[src/rtl/countdown_timer_pkg.sv]
// countdown_timer_pkg: status encoding, mm:ss limits and a saturation helper shared by the timer and the stopwatch
package countdown_timer_pkg;

    typedef enum logic [1:0] {
        IDLE    = 2'b00,
        RUNNING = 2'b01,
        PAUSED  = 2'b10,
        EXPIRED = 2'b11
    } status_t;

    localparam logic [5:0] MAX_SEC = 6'd59;
    localparam logic [5:0] MAX_MIN = 6'd59;

    function automatic logic [5:0] sat(input logic [5:0] v, input logic [5:0] max);
        return (v > max) ? max : v;
    endfunction

endpackage

[src/rtl/mmss_down_counter.sv]
// mmss_down_counter: minutes/seconds register pair with load, borrow-aware decrement and zero detect
//   clk, rst_n       : clock, asynchronous active-low reset
//   clr              : synchronous return to 00:00 (highest priority)
//   ld, ld_min/sec   : load a value (already range-limited by the caller)
//   dec              : decrement by one second; ignored at 00:00
//   minutes/seconds  : current count
//   zero, last       : count is 00:00 / count is 00:01
module mmss_down_counter
    import countdown_timer_pkg::*;
(
    input  logic       clk,
    input  logic       rst_n,
    input  logic       clr,
    input  logic       ld,
    input  logic [5:0] ld_min,
    input  logic [5:0] ld_sec,
    input  logic       dec,
    output logic [5:0] minutes,
    output logic [5:0] seconds,
    output logic       zero,
    output logic       last
);

    assign zero = (minutes == 6'd0) && (seconds == 6'd0);
    assign last = (minutes == 6'd0) && (seconds == 6'd1);

    always_ff @(posedge clk or negedge rst_n) begin
        if (!rst_n) begin
            minutes <= '0;
            seconds <= '0;
        end else if (clr) begin
            minutes <= '0;
            seconds <= '0;
        end else if (ld) begin
            minutes <= ld_min;
            seconds <= ld_sec;
        end else if (dec && !zero) begin
            // borrow a minute when the seconds field is exhausted
            minutes <= (seconds == 6'd0) ? minutes - 6'd1 : minutes;
            seconds <= (seconds == 6'd0) ? MAX_SEC : seconds - 6'd1;
        end
    end

endmodule

[src/rtl/countdown_timer.sv]
// countdown_timer: mm:ss countdown FSM (IDLE/RUNNING/PAUSED/EXPIRED) with preset, pause and expiry pulse
//   clk, rst_n          : clock, asynchronous active-low reset
//   tick                : one-second decrement strobe while RUNNING
//   load, load_min/sec  : preset strobe and value (values above 59 saturate)
//   start, stop, clear  : control strobes, priority clear > stop > start > load
//   minutes, seconds    : current count
//   status              : current state encoding
//   expired             : one-cycle pulse when the count reaches 00:00
// Build option: define COUNTDOWN_TIMER_AUTO_RELOAD_EN to reload the preset on expiry and keep running.
module countdown_timer
    import countdown_timer_pkg::*;
(
    input  logic       clk,
    input  logic       rst_n,
    input  logic       tick,
    input  logic       load,
    input  logic [5:0] load_min,
    input  logic [5:0] load_sec,
    input  logic       start,
    input  logic       stop,
    input  logic       clear,
    output logic [5:0] minutes,
    output logic [5:0] seconds,
    output logic [1:0] status,
    output logic       expired
);

    status_t    state, next_state;
    logic [5:0] rl_min, rl_sec, pre_min, pre_sec;
    logic       do_stop, do_start, do_load, do_dec, hit_zero, cnt_ld, zero, last;

    always_comb begin
        do_stop    = !clear && stop && (state == RUNNING);
        do_start   = !clear && !do_stop && start && (state == IDLE || state == PAUSED) && !zero;
        do_load    = !clear && !do_stop && !do_start && load && (state != RUNNING);
        // a coinciding stop wins over the tick, so the paused count is not decremented
        do_dec     = !clear && !do_stop && tick && (state == RUNNING);
        hit_zero   = do_dec && last;
        // the preset path doubles as the reload register's next value, so the same
        // mux feeds both the register and the counter's load inputs
        pre_min    = do_load ? sat(load_min, MAX_MIN) : rl_min;
        pre_sec    = do_load ? sat(load_sec, MAX_SEC) : rl_sec;
        next_state = state;
`ifdef COUNTDOWN_TIMER_AUTO_RELOAD_EN
        cnt_ld     = do_load || hit_zero;
`else
        cnt_ld     = do_load;
`endif
        if (clear)
            next_state = IDLE;
        else if (do_stop)
            next_state = PAUSED;
        else if (do_start)
            next_state = RUNNING;
        else if (do_load)
            next_state = IDLE;
`ifndef COUNTDOWN_TIMER_AUTO_RELOAD_EN
        else if (hit_zero)
            next_state = EXPIRED;
`endif
    end

    always_ff @(posedge clk or negedge rst_n) begin
        if (!rst_n) begin
            state   <= IDLE;
            expired <= 1'b0;
            rl_min  <= '0;
            rl_sec  <= '0;
        end else begin
            state   <= next_state;
            expired <= hit_zero;
            rl_min  <= pre_min;
            rl_sec  <= pre_sec;
        end
    end

    mmss_down_counter u_cnt (
        .clk     (clk),
        .rst_n   (rst_n),
        .clr     (clear),
        .ld      (cnt_ld),
        .ld_min  (pre_min),
        .ld_sec  (pre_sec),
        .dec     (do_dec),
        .minutes (minutes),
        .seconds (seconds),
        .zero    (zero),
        .last    (last)
    );

    assign status = state;

endmodule
[config.mk]
export PLATFORM = sky130hd
export DESIGN_NAME = countdown_timer
export DESIGN_NICKNAME = d
export VERILOG_FILES = /design/src/rtl/countdown_timer_pkg.sv /design/src/rtl/mmss_down_counter.sv /design/src/rtl/countdown_timer.sv
export SDC_FILE = /design/constraint.sdc
export NUM_CORES = 1
export LEC_CHECK = 0
export CAP_MARGIN = 20
export CORE_MARGIN = 2
export CORE_UTILIZATION = 50
export CTS_CLUSTER_SIZE = 8
export DETAILED_ROUTE_END_ITERATION = 10
export DONT_BUFFER_PORTS = 1
export PLACE_DENSITY = 0.68
export SYNTH_ARGS = -nofsm -noshare
export SYNTH_HDL_FRONTEND = slang
export SYNTH_SLANG_ARGS = --single-unit
[constraint.sdc]
create_clock -name clk -period 4.25 [get_ports clk]
set_clock_uncertainty 0.1 [all_clocks]
set_input_delay 0.85 -clock clk [delete_from_list [all_inputs] [get_ports clk]]
set_output_delay 0.85 -clock clk [all_outputs]
set_load 0.02 [all_outputs]
==> out/qor.yml, run 1 <==
placed_design:
  routabilityCongestion: 0.8088
  portBuffers: 0
  dp_hpwl_mm: 1.961
  dp.cells: 145
cts:
  tritoncts: "yes"
  clkLatencyLatePin_ns: 0.28
  cts_hold_buf: 0
  numClockSinks: 15
  cts_resized: 0
  cts_buffer_depth: 2
  clk_pin_slew_ns: 0.09
  cts_setup_buffers: 0
  cts_max_level: 1
  cts-root-buf: "clkbuf_4"
  cts_buffers: 3
logic_synthesis:
  synth_top_area_share_pct: 33.08
  netlist_top_cells_area: "dfrtp_1 (33%), ha_1 (5.5%), a211oi_2 (4.4%)"
  synth_top_family_by_area: "simple AND/OR/NAND/NOR gates"
  synth_warnings: 0
  yosysUniqueCellTypes: 43
  synth_commonest_cells: "dfrtp_1 (15), nand2_1 (9), a21oi_1 (8)"
  ys_ff_latch: 15
  synth_seq_area_share_pct: 33.08
  synthFlopType: "dfrtp_1"
  synth-compound-area-share_pct: 22.16
  synthCells: 122
  synth.most_common_cell: "dfrtp_1"
  synthMuxAreaShare_pct: 2.867
  synth_nets: 146
  synth_area_leader_cell: "dfrtp_1"
  synth-xor-area-share_pct: 3.859
  async_reset_ff_share_pct: 100.0
  avgSynthCellArea_um2: 9.302
  synthSimpleGateAreaFrac_pct: 27.34
  synth-edff-count: 0
  syn_area_um2: 1135
  synth_fa_ha_area_share_pct: 5.513
power:
  leakagePower_nw: 0.4356
  p_switching_uw: 214.5
  p_int_uw: 285.3
  comb_power_share_pct: 38.2
  clockPowerShare_pct: 16.6
  p_per_area_nw_per_um2: 430.9
  ir_worst_vdd_mv: 0.2367
  power_switching_share_pct: 42.92
  seqPwrFrac_pct: 45.3
detailed_routing:
  drtIter0Drc: 26
  first_pass_iters: 4
  wl_per_cell_um: 16.95
  routed_wl_mm: 2.525
  ant_nets: 0
  drc: 0
  via_per_inst: 6.356
  routed-via-count: 947
cells_and_area:
  fillers: 199
  fin_cells: 149
  antenna_cells: 0
  nNetsFinal: 146
  area_growth_pct: 2.205
  drive_above_1_share_pct: 14.88
grt:
  grt_use_total_pct: 20.94
  grt_pass1_wl_mm: 4.215
  grt_max_degree: 17
  antenna_found_initial: 0
  grt_pass1_vias: 922
  overflow: 0
floorplanning:
  num_io_pins: 34
  die-area_um2: 2667
  initial_core_util_pct: 52.31
  fp.coreArea_um2: 2170
  die_w_um: 51.64
  die_y_um: 51.64
  num_rows: 17
timing:
  fmax_ghz: 0.4145
  fin_crit_sh_pct: 56.77
  hold_slack_ns: 0.1470
  maxSlewHeadroom_pct: 64.31
  worst_slew_pin_slew_ns: 0.5354
  final_max_slew_viol_count: 0
  rsz0062_at_grt: "no"
  fin_setup_tns_ns: 0
  timing.final.hold_violations: 0
  fin_crit_ns: 2.413
  setup_viol: 0
worst_setup_path:
  end_kind: "flip-flop"
  crit_fanout: 14
  cp-start-kind: "flip-flop"
  cp.arrival_ns: 2.51
  required_ns: 4.35
  worst-setup-path-type: "flip-flop to flip-flop"
hold_path:
  hp-class: "input pin to asynchronous set/reset pin"
status:
  status: "complete, no violations"
job:
  max_cap_viol_count: 0
-- logic make-up (layout without fill, tap and decap cells) --
family | count (synthesis) | after routing
compound gates | 33 | 33
xor+xnor | 5 | 5
fa+ha+maj | 5 | 5
buf+inv | 11 | 10
flops | 15 | 15
mux | 3 | 3
simple gates | 50 | 50
-- worst max-delay path, cell delays in order (launching register included) --
cell and delay [ns]:
dfrtp_1 0.53, inv_1 0.14, ha_1 0.21, nor2b_1 0.15, a41oi_2 0.30, or2_1 0.50, nor3_1 0.15, a211oi_1 0.24
-- worst paths after layout --
kind / startpoint / end / slack, ns / cells past startpoint
max reg2reg: u_cnt.minutes[0] / u_cnt.minutes[0] / 1.84 / 7
max in group asynchronous: rst_n / u_cnt.seconds[1] / 3.83 / 0
max: u_cnt.minutes[0] / u_cnt.minutes[0] / 1.84 / 7
min reg2reg: u_cnt.minutes[5] / u_cnt.minutes[5] / 0.64 / 2
min in group clk: clear / u_cnt.minutes[3] / 0.51 / 1
min: rst_n / u_cnt.minutes[5] / 0.15 / 0
-- stage by stage --
step / cell area (µm²) / worst slack [ns] / util [%] / power, mW
floorplan: 1135 / 1.908 / - / 0.3899
global placement: 1134 / 1.823 / 52.25 / 0.4120
detailed placement: 1134 / 1.766 / 52.25 / 0.4170
CTS: 1160 / 1.860 / 53.46 / 0.5006
global route: 1160 / 1.676 / 53.46 / 0.5352
finish: 1160 / 1.837 / 53.46 / 0.4998
-- flip-flops by register name, indices dropped and copies added, names as in the netlist --
register	count
expired	1
status	2
u_cnt.minutes	6
u_cnt.seconds	6
-- routing by layer --
layer / up-vias / share of wire (%) / wire length (µm) / track usage [%]
met5: - / 0 / 0 / 0
li1: 455 / - / - / -
met1: 454 / 47 / 1193 / 29.53
met2: 34 / 46 / 1160 / 31.84
met3: 4 / 5.6 / 141 / 4.310
met4: 0 / 1.1 / 29 / 7.018
-- power groups by stage --
stage / clock network, mW / registers, mW / logic, mW
global placement: 0 / 0.227 / 0.185
CTS: 0.0851 / 0.226 / 0.189
finish: 0.0828 / 0.226 / 0.191
detailed placement: 0 / 0.229 / 0.188
global route: 0.0908 / 0.230 / 0.214
floorplan: 0 / 0.219 / 0.171
-- layout make-up --
| class | count | area (µm²) | share of cell area (%) |
|---|---|---|---|
| multi-input cells | 96 | 700.7 | 60.41 |
| flip-flops and latches | 15 | 375.4 | 32.36 |
| well taps | 28 | 35.03 | 3.021 |
| clock buffers | 4 | 26.28 | 2.265 |
| inverters | 6 | 22.52 | 1.942 |
-- layout by cell type (no fill, tap or decap), types with 3 or more instances in the layout --
| master | Yosys | final |
|---|---|---|
| dfrtp_1 | 15 | 15 |
| nand2_1 | 9 | 9 |
| a21oi_1 | 8 | 8 |
| nor2_1 | 7 | 7 |
| inv_1 | 6 | 6 |
| nor3_1 | 5 | 5 |
| xnor2_1 | 5 | 5 |
| ha_1 | 5 | 5 |
| a211oi_2 | 4 | 4 |
| o21ai_0 | 4 | 4 |
| a211oi_1 | 4 | 4 |
| nor2b_1 | 3 | 3 |
| nand3b_1 | 3 | 3 |
| and2_1 | 3 | 3 |
| a31oi_1 | 3 | 3 |
| clkbuf_4 | 0 | 3 |
Power figures use the tool's default switching activity.
==> run 2: changes to the inputs <==
--- a/config.mk
+++ b/config.mk
@@ -11,7 +11,7 @@
 export CTS_CLUSTER_SIZE = 8
 export DETAILED_ROUTE_END_ITERATION = 10
 export DONT_BUFFER_PORTS = 1
-export PLACE_DENSITY = 0.68
+export PLACE_DENSITY = 0.71
 export SYNTH_ARGS = -nofsm -noshare
 export SYNTH_HDL_FRONTEND = slang
 export SYNTH_SLANG_ARGS = --single-unit
==> constraint.sdc (replaced) <==
create_clock -name clk -period 2.11 [get_ports clk]
set_clock_uncertainty 0.1 [all_clocks]
set_input_delay 0.422 -clock clk [delete_from_list [all_inputs] [get_ports clk]]
set_output_delay 0.422 -clock clk [all_outputs]
set_load 0.02 [all_outputs]
==> run 2 against run 1 <==
Wire length up 13%; sequential power increased by 63%; first-iteration DRC count unchanged; power is 130% higher; highest routed layer unchanged; fmax grew 19%; sequential share of layout area down 4.4 points; worst setup slack got worse by 1.8 ns; clock power is 100% higher; global-route usage up 1.6 points; critical path type unchanged; die area stayed put; critical path depth down 1; clock-buffer cell count did not move.
==> out/qor.yml, run 2 (synthesis gave the netlist of run 1 again) <==
timing:
  fin_crit_sh_pct: 96.13  # was 56.77%
  fin_setup_tns_ns: 0  # unchanged
  worst_slew_pin_slew_ns: 0.7172  # was 0.5354 ns
  final_max_slew_viol_count: 0  # unchanged
  fin_ws_ns: 0.08159  # was 1.837 ns
  fin_crit_ns: 2.028  # was 2.413 ns
  setup_viol: 0  # unchanged
  timing.final.hold_violations: 0  # unchanged
  fmax_ghz: 0.4930  # was 0.4145 GHz
  maxSlewHeadroom_pct: 52.03  # was 64.31%
worst_setup_path:
  end_kind: "flip-flop"  # unchanged
  r2r-end: "u_cnt.minutes[2]"  # was u_cnt.minutes[0]
  cp-start-kind: "flip-flop"  # unchanged
  critPathLaunch: "status[1]"  # was u_cnt.minutes[0]
  cp.arrival_ns: 2.11  # was 2.51 ns
  slowest_delay_ns: 0.44  # was 0.53 ns
  reg2reg_from: "status[1]"  # was u_cnt.minutes[0]
  path_cells: "nor4b_4 -> nand4_1 -> buf_4 -> nor3b_2 -> xnor2_1 -> a211oi_1"  # was inv_1 -> ha_1 -> nor2b_1 -> a41oi_2 -> or2_1 -> nor3_1 -> a211oi_1
  reg2reg_depth: 6  # was 7
  worst-setup-path-type: "flip-flop to flip-flop"  # unchanged
  crit_fanout: 4  # was 14
  required_ns: 2.19  # was 4.35 ns
  slowest_stage: "dfrtp_1"  # unchanged
  r2r_slack_ns: 0.08  # was 1.84 ns
detailed_routing:
  first_pass_iters: 7  # was 4
  ant_nets: 0  # unchanged
  routed_wl_mm: 2.846  # was 2.525 mm
  wl_per_cell_um: 16.64  # was 16.95 µm
  drtIter0Drc: 26  # unchanged
  drc: 0  # unchanged
  via_per_inst: 6.023  # was 6.356
  routed-via-count: 1030  # was 947
status:
  status: "complete, no violations"  # unchanged
cells_and_area:
  drive_above_1_share_pct: 30.77  # was 14.88%
  multi_input_area_um2: 723.2  # was 700.7 µm²
  most-common-layout-cells: "buf_4 (21), dfrtp_1 (13), nand2_1 (9)"  # was dfrtp_1 (15), nand2_1 (9), a21oi_1 (8)
  fillers: 205  # was 199
  post-route-util_pct: 62.34  # was 53.46%
  area_growth_pct: 19.18  # was 2.205%
  ff_latch_area_um2: 377.9  # was 375.4 µm²
  nNetsFinal: 168  # was 146
  mostFrequentLayoutCell: "buf_4"  # was dfrtp_1
  fin_cells: 171  # was 149
  antenna_cells: 0  # unchanged
power:
  leakagePower_nw: 0.5505  # was 0.4356 nW
  ir_worst_vdd_mv: 0.5214  # was 0.2367 mV
  p_total_mw: 1.151  # was 499.8 µW
  p_per_area_nw_per_um2: 850.9  # was 430.9 nW/µm²
cts:
  clk_pin_slew_ns: 0.09  # about the same
  cts-root-buf: "clkbuf_4"  # unchanged
  cts_max_level: 1  # unchanged
  clkLatencyLatePin_ns: 0.28  # about the same
  cts_buffer_depth: 2  # unchanged
  numClockSinks: 15  # unchanged
  cts_buffers: 3  # unchanged
  tritoncts: "yes"  # unchanged
floorplanning:
  fp.coreArea_um2: 2170  # unchanged
  die_y_um: 51.64  # unchanged
  die_w_um: 51.64  # unchanged
  num_rows: 17  # unchanged
  die-area_um2: 2667  # unchanged
  num_io_pins: 34  # unchanged
  initial_core_util_pct: 52.31  # unchanged
placed_design:
  place_ws_ns: 0.07514  # was 1.766 ns
  dp.cells: 165  # was 145
  dp_hpwl_mm: 2.184  # was 1.961 mm
  portBuffers: 0  # unchanged
  routabilityCongestion: 0.7883  # was 0.8088
hold_path:
  min_from: "clear"
  holdPathStages: 1
  hold_path_end: "u_cnt.seconds[1]"
  hp-class: "input pin to flip-flop"  # was input pin to asynchronous set/reset pin
grt:
  grt_pass1_wl_mm: 4.505  # was 4.215 mm
  grt_use_total_pct: 22.58  # was 20.94%
  grt_max_degree: 17  # unchanged
  antenna_found_initial: 0  # unchanged
  overflow: 0  # unchanged
  grt_pass1_vias: 1002  # was 922
job:
  max_cap_viol_count: 0  # unchanged
## run 2: routing by layer
layer	track usage, %	part of all wire (%)	up-vias
li1	-	-	495
met1	30.84	45	491
met2	37.18	48	40
met3	4.023	6.0	4
met4	5.263	0.81	0
met5	0	0	-
## run 2: per-stage QoR
stage / cell area (µm²) / hold WS (ns)
2_1_floorplan: 1137 / 0.02641
3_3_place_gp: 1286 / 0.02678
3_5_place_dp: 1286 / 0.02689
4_1_cts: 1323 / 0.08245
5_1_grt: 1353 / 0.07882
6_report: 1353 / 0.08005
## run 2: where the power goes
group	internal (mW)	leakage, nW	switching [mW]	total, mW
Combinational	0.267	0.335	0.345	0.613
Clock	0.0734	0.0150	0.0955	0.169
Sequential	0.330	0.200	0.0386	0.369
Total	0.671	0.550	0.480	1.15
## run 2: area by class of cell
class / count / share of cell area (%)
clock buffers: 4 / 1.943
well taps: 28 / 2.590
flip-flops and latches: 15 / 27.94
multi-input cells: 96 / 53.47
repair buffers: 22 / 12.40
inverters: 6 / 1.665
## run 2: critical path: cells and delay by family, from the launching register on
kind	cells	cell delay, ns
buf+inv	1	0.22
compound gates	1	0.28
xor+xnor	1	0.08
simple gates	3	0.81
flops	1	0.44
## run 2: repair_timing
action | in CTS | in global routing
hold endpoints to repair | 15 | 0
buffers inserted | 0 | 1
hold buffers | 1 | 0
endpoints found under the setup margin | 0 | 11
resized for setup | 0 | 6
## run 2: worst max-delay path by stage
stage / end / slack [ns] / cells past startpoint
after floorplan: u_cnt.seconds[1] / 0.02 / 8
after global placement: u_cnt.seconds[1] / 0.10 / 5
after detailed placement: u_cnt.seconds[1] / 0.08 / 7
after CTS: u_cnt.seconds[1] / 0.04 / 7
after global routing: u_cnt.minutes[3] / -0.03 / 6
final: u_cnt.minutes[2] / 0.08 / 6
==> run 3: changes to the inputs <==
--- a/config.mk
+++ b/config.mk
@@ -12,6 +12,7 @@
 export DETAILED_ROUTE_END_ITERATION = 10
 export DONT_BUFFER_PORTS = 1
 export PLACE_DENSITY = 0.71
+export SLEW_MARGIN = 20
 export SYNTH_ARGS = -nofsm -noshare
 export SYNTH_HDL_FRONTEND = slang
 export SYNTH_SLANG_ARGS = --single-unit
==> constraint.sdc (replaced) <==
create_clock -name clk -period 1.7 [get_ports clk]
set_clock_uncertainty 0.1 [all_clocks]
set_input_delay 0.34 -clock clk [delete_from_list [all_inputs] [get_ports clk]]
set_output_delay 0.34 -clock clk [all_outputs]
set_load 0.02 [all_outputs]
==> run 3 against run 2 <==
The run now ends with negative hold slack, negative setup slack left; via count up 17%; combinational power up 89%; fmax up 0.66%; clock power up 38%; power up 62%; worst setup slack worse by 0.40 ns; critical endpoint is now u_cnt.minutes[1]; largest cell class unchanged; highest routed layer unchanged.
==> out/qor.yml, run 3 (synthesis gave the netlist of run 1 again) <==
worst_setup_path:
  path_buf_inv: 0  # was 1
  path_cells: "nor4_4 -> nand4_1 -> nor2_2 -> mux2_4 -> o31ai_2"  # was nor4b_4 -> nand4_1 -> buf_4 -> nor3b_2 -> xnor2_1 -> a211oi_1
  cp.arrival_ns: 2.12  # was 2.11 ns
  end_kind: "flip-flop"  # unchanged
  crit_fanout: 4  # unchanged
  cp-start-kind: "flip-flop"  # unchanged
  worst-setup-path-type: "flip-flop to flip-flop"  # unchanged
  slowest_delay_ns: 0.43  # was 0.44 ns
  required_ns: 1.81  # was 2.19 ns
  slowest_stage: "dfrtp_1"  # unchanged
  path_delay_family: "simple AND/OR/NAND/NOR gates"  # unchanged
floorplanning:
  die_y_um: 51.64  # unchanged
  initial_core_util_pct: 52.31  # unchanged
  die-area_um2: 2667  # unchanged
  num_io_pins: 34  # unchanged
  die_w_um: 51.64  # unchanged
  fp.coreArea_um2: 2170  # unchanged
  num_rows: 17  # unchanged
detailed_routing:
  drc: 0  # unchanged
  via_per_inst: 6.259  # was 6.023
  ant_nets: 0  # unchanged
  drtIter0Drc: 29  # was 26
  first_pass_iters: 4  # was 7
  routed_wl_mm: 4.034  # was 2.846 mm
  wl_per_cell_um: 20.90  # was 16.64 µm
  routed-via-count: 1208  # was 1,030
grt:
  overflow: 0  # unchanged
  grt_max_degree: 17  # unchanged
  grt_pass1_wl_mm: 5.457  # was 4.505 mm
  grt_use_total_pct: 27.50  # was 22.58%
  grt_pass1_vias: 1188  # was 1,002
  antenna_found_initial: 0  # unchanged
power:
  ir_worst_vdd_mv: 0.7915  # was 0.5214 mV
  leakagePower_nw: 0.7133  # was 0.5505 nW
  p_per_area_nw_per_um2: 1067  # was 850.9 nW/µm²
  p_total_mw: 1.859  # was 1.151 mW
  p_int_mw: 1.049  # was 671.3 µW
  comb_power_share_pct: 62.5  # was 53.3%
  clockPowerShare_pct: 12.6  # was 14.7%
  power_switching_share_pct: 43.57  # was 41.67%
  p_switching_uw: 810.0  # was 479.5 µW
  seqPwrFrac_pct: 24.9  # was 32.1%
timing:
  fin_ws_ns: -0.3151  # was 0.08159 ns
  maxSlewHeadroom_pct: 51.48  # was 52.03%
  fmax_ghz: 0.4963  # was 0.4930 GHz
  timing.final.hold_violations: 10  # was 0
  rsz0062_at_grt: "yes"
  fin_crit_ns: 2.015  # was 2.028 ns
  fin_crit_sh_pct: 118.5  # was 96.13%
  setup_viol: 14  # was 0
  fin_setup_tns_ns: -3.284  # was 0 ns
  hold_slack_ns: -0.01769  # was 0.08005 ns
  worst_slew_pin_slew_ns: 0.7254  # was 0.7172 ns
  final_max_slew_viol_count: 0  # unchanged
cts:
  numClockSinks: 15  # unchanged
  clk_pin_slew_ns: 0.12  # was 0.09 ns
  cts_hold_buf: 1  # unchanged
  cts-root-buf: "clkbuf_4"  # unchanged
  cts_max_level: 1  # unchanged
  tritoncts: "yes"  # unchanged
  cts_buffers: 3  # unchanged
  clkLatencyLatePin_ns: 0.30  # was 0.28 ns
  cts_buffer_depth: 2  # unchanged
placed_design:
  portBuffers: 0  # unchanged
  dp_hpwl_mm: 2.468  # was 2.184 mm
  routabilityCongestion: 0.8967  # was 0.7883
status:
  violations: "negative hold slack, negative setup slack"
  status: "finished with violations"  # was complete, no violations
cells_and_area:
  area_growth_pct: 53.47  # was 19.18%
  nNetsFinal: 190  # was 168
  mostFrequentLayoutCell: "buf_4"  # unchanged
  most-common-layout-cells: "buf_4 (35), dfrtp_1 (10), nand2_1 (8), a211oi_2 (8), buf_6 (7)"  # was buf_4 (21), dfrtp_1 (13), nand2_1 (9)
  antenna_cells: 0  # unchanged
  drive_above_1_share_pct: 59.39  # was 30.77%
job:
  max_cap_viol_count: 0  # unchanged
hold_path:
  hp-class: "input pin to flip-flop"  # unchanged
## run 3: cell count changes in the layout (fill, tap and decap cells not counted), moves of 4 or more
| cell | before | now |
|---|---|---|
| buf_6 | 0 | 7 |
| a211oi_1 | 4 | 0 |
| buf_4 | 21 | 35 |
| a211oi_2 | 4 | 8 |
| a21oi_1 | 8 | 3 |
## run 3: final timing paths
path	start	to	slack [ns]	cells past startpoint
min in group asynchronous	rst_n	expired	0.43	1
min reg2reg	u_cnt.minutes[0]	u_cnt.minutes[0]	0.65	3
max	u_cnt.seconds[5]	u_cnt.minutes[1]	-0.32	5
max reg2reg	u_cnt.seconds[5]	u_cnt.minutes[1]	-0.32	5
max in group asynchronous	rst_n	u_cnt.seconds[4]	0.57	1
min	clear	u_cnt.seconds[0]	-0.02	1
## run 3: layout make-up
| type | instances | area [µm²] |
|---|---|---|
| flip-flops and latches | 15 | 381.6 |
| well taps | 28 | 35.03 |
| clock inverters | 1 | 5.005 |
| fillers | 144 | 427.9 |
| inverters | 6 | 22.52 |
| repair buffers | 43 | 351.6 |
| multi-input cells | 97 | 923.4 |
| clock buffers | 3 | 22.52 |
## run 3: routing by layer
| metal | vias to the layer above | routed length [µm] | part of all wire (%) | track usage [%] |
|---|---|---|---|---|
| li1 | 543 | - | - | - |
| met1 | 574 | 1492 | 37 | 36.93 |
| met2 | 77 | 2066 | 51 | 44.66 |
| met3 | 14 | 360 | 8.9 | 4.885 |
| met4 | 0 | 114 | 2.8 | 9.211 |
| met5 | - | 0 | 0 | 0 |
## run 3: metrics by stage
step,area (µm²),hold slack [ns],setup slack (ns),util [%],std cells
floorplan,1186,-0.05559,-0.2727,-,122
global placement,1460,-0.05515,-0.2408,67.30,183
detailed placement,1460,-0.05509,-0.3249,67.30,183
CTS,1604,-0.01782,-0.2270,73.93,191
global route,1742,-0.02844,-0.3790,80.28,193
finish,1742,-0.01769,-0.3151,80.28,193
## run 3: power groups by stage
| stage | logic, mW | registers [mW] | clock network, mW |
|---|---|---|---|
| after floorplan | 0.474 | 0.554 | 0 |
| after global placement | 0.811 | 0.460 | 0 |
| after detailed placement | 0.833 | 0.464 | 0 |
| after CTS | 0.968 | 0.458 | 0.224 |
| after global routing | 1.23 | 0.468 | 0.242 |
| final | 1.16 | 0.463 | 0.234 |
## run 3: timing repair
item,CTS,global route
gates cloned,0,1
pin swaps,12,16
gates resized for setup,19,26
endpoints found under the setup margin,13,14
setup buffers,3,1
endpoints found under the hold margin,23,10
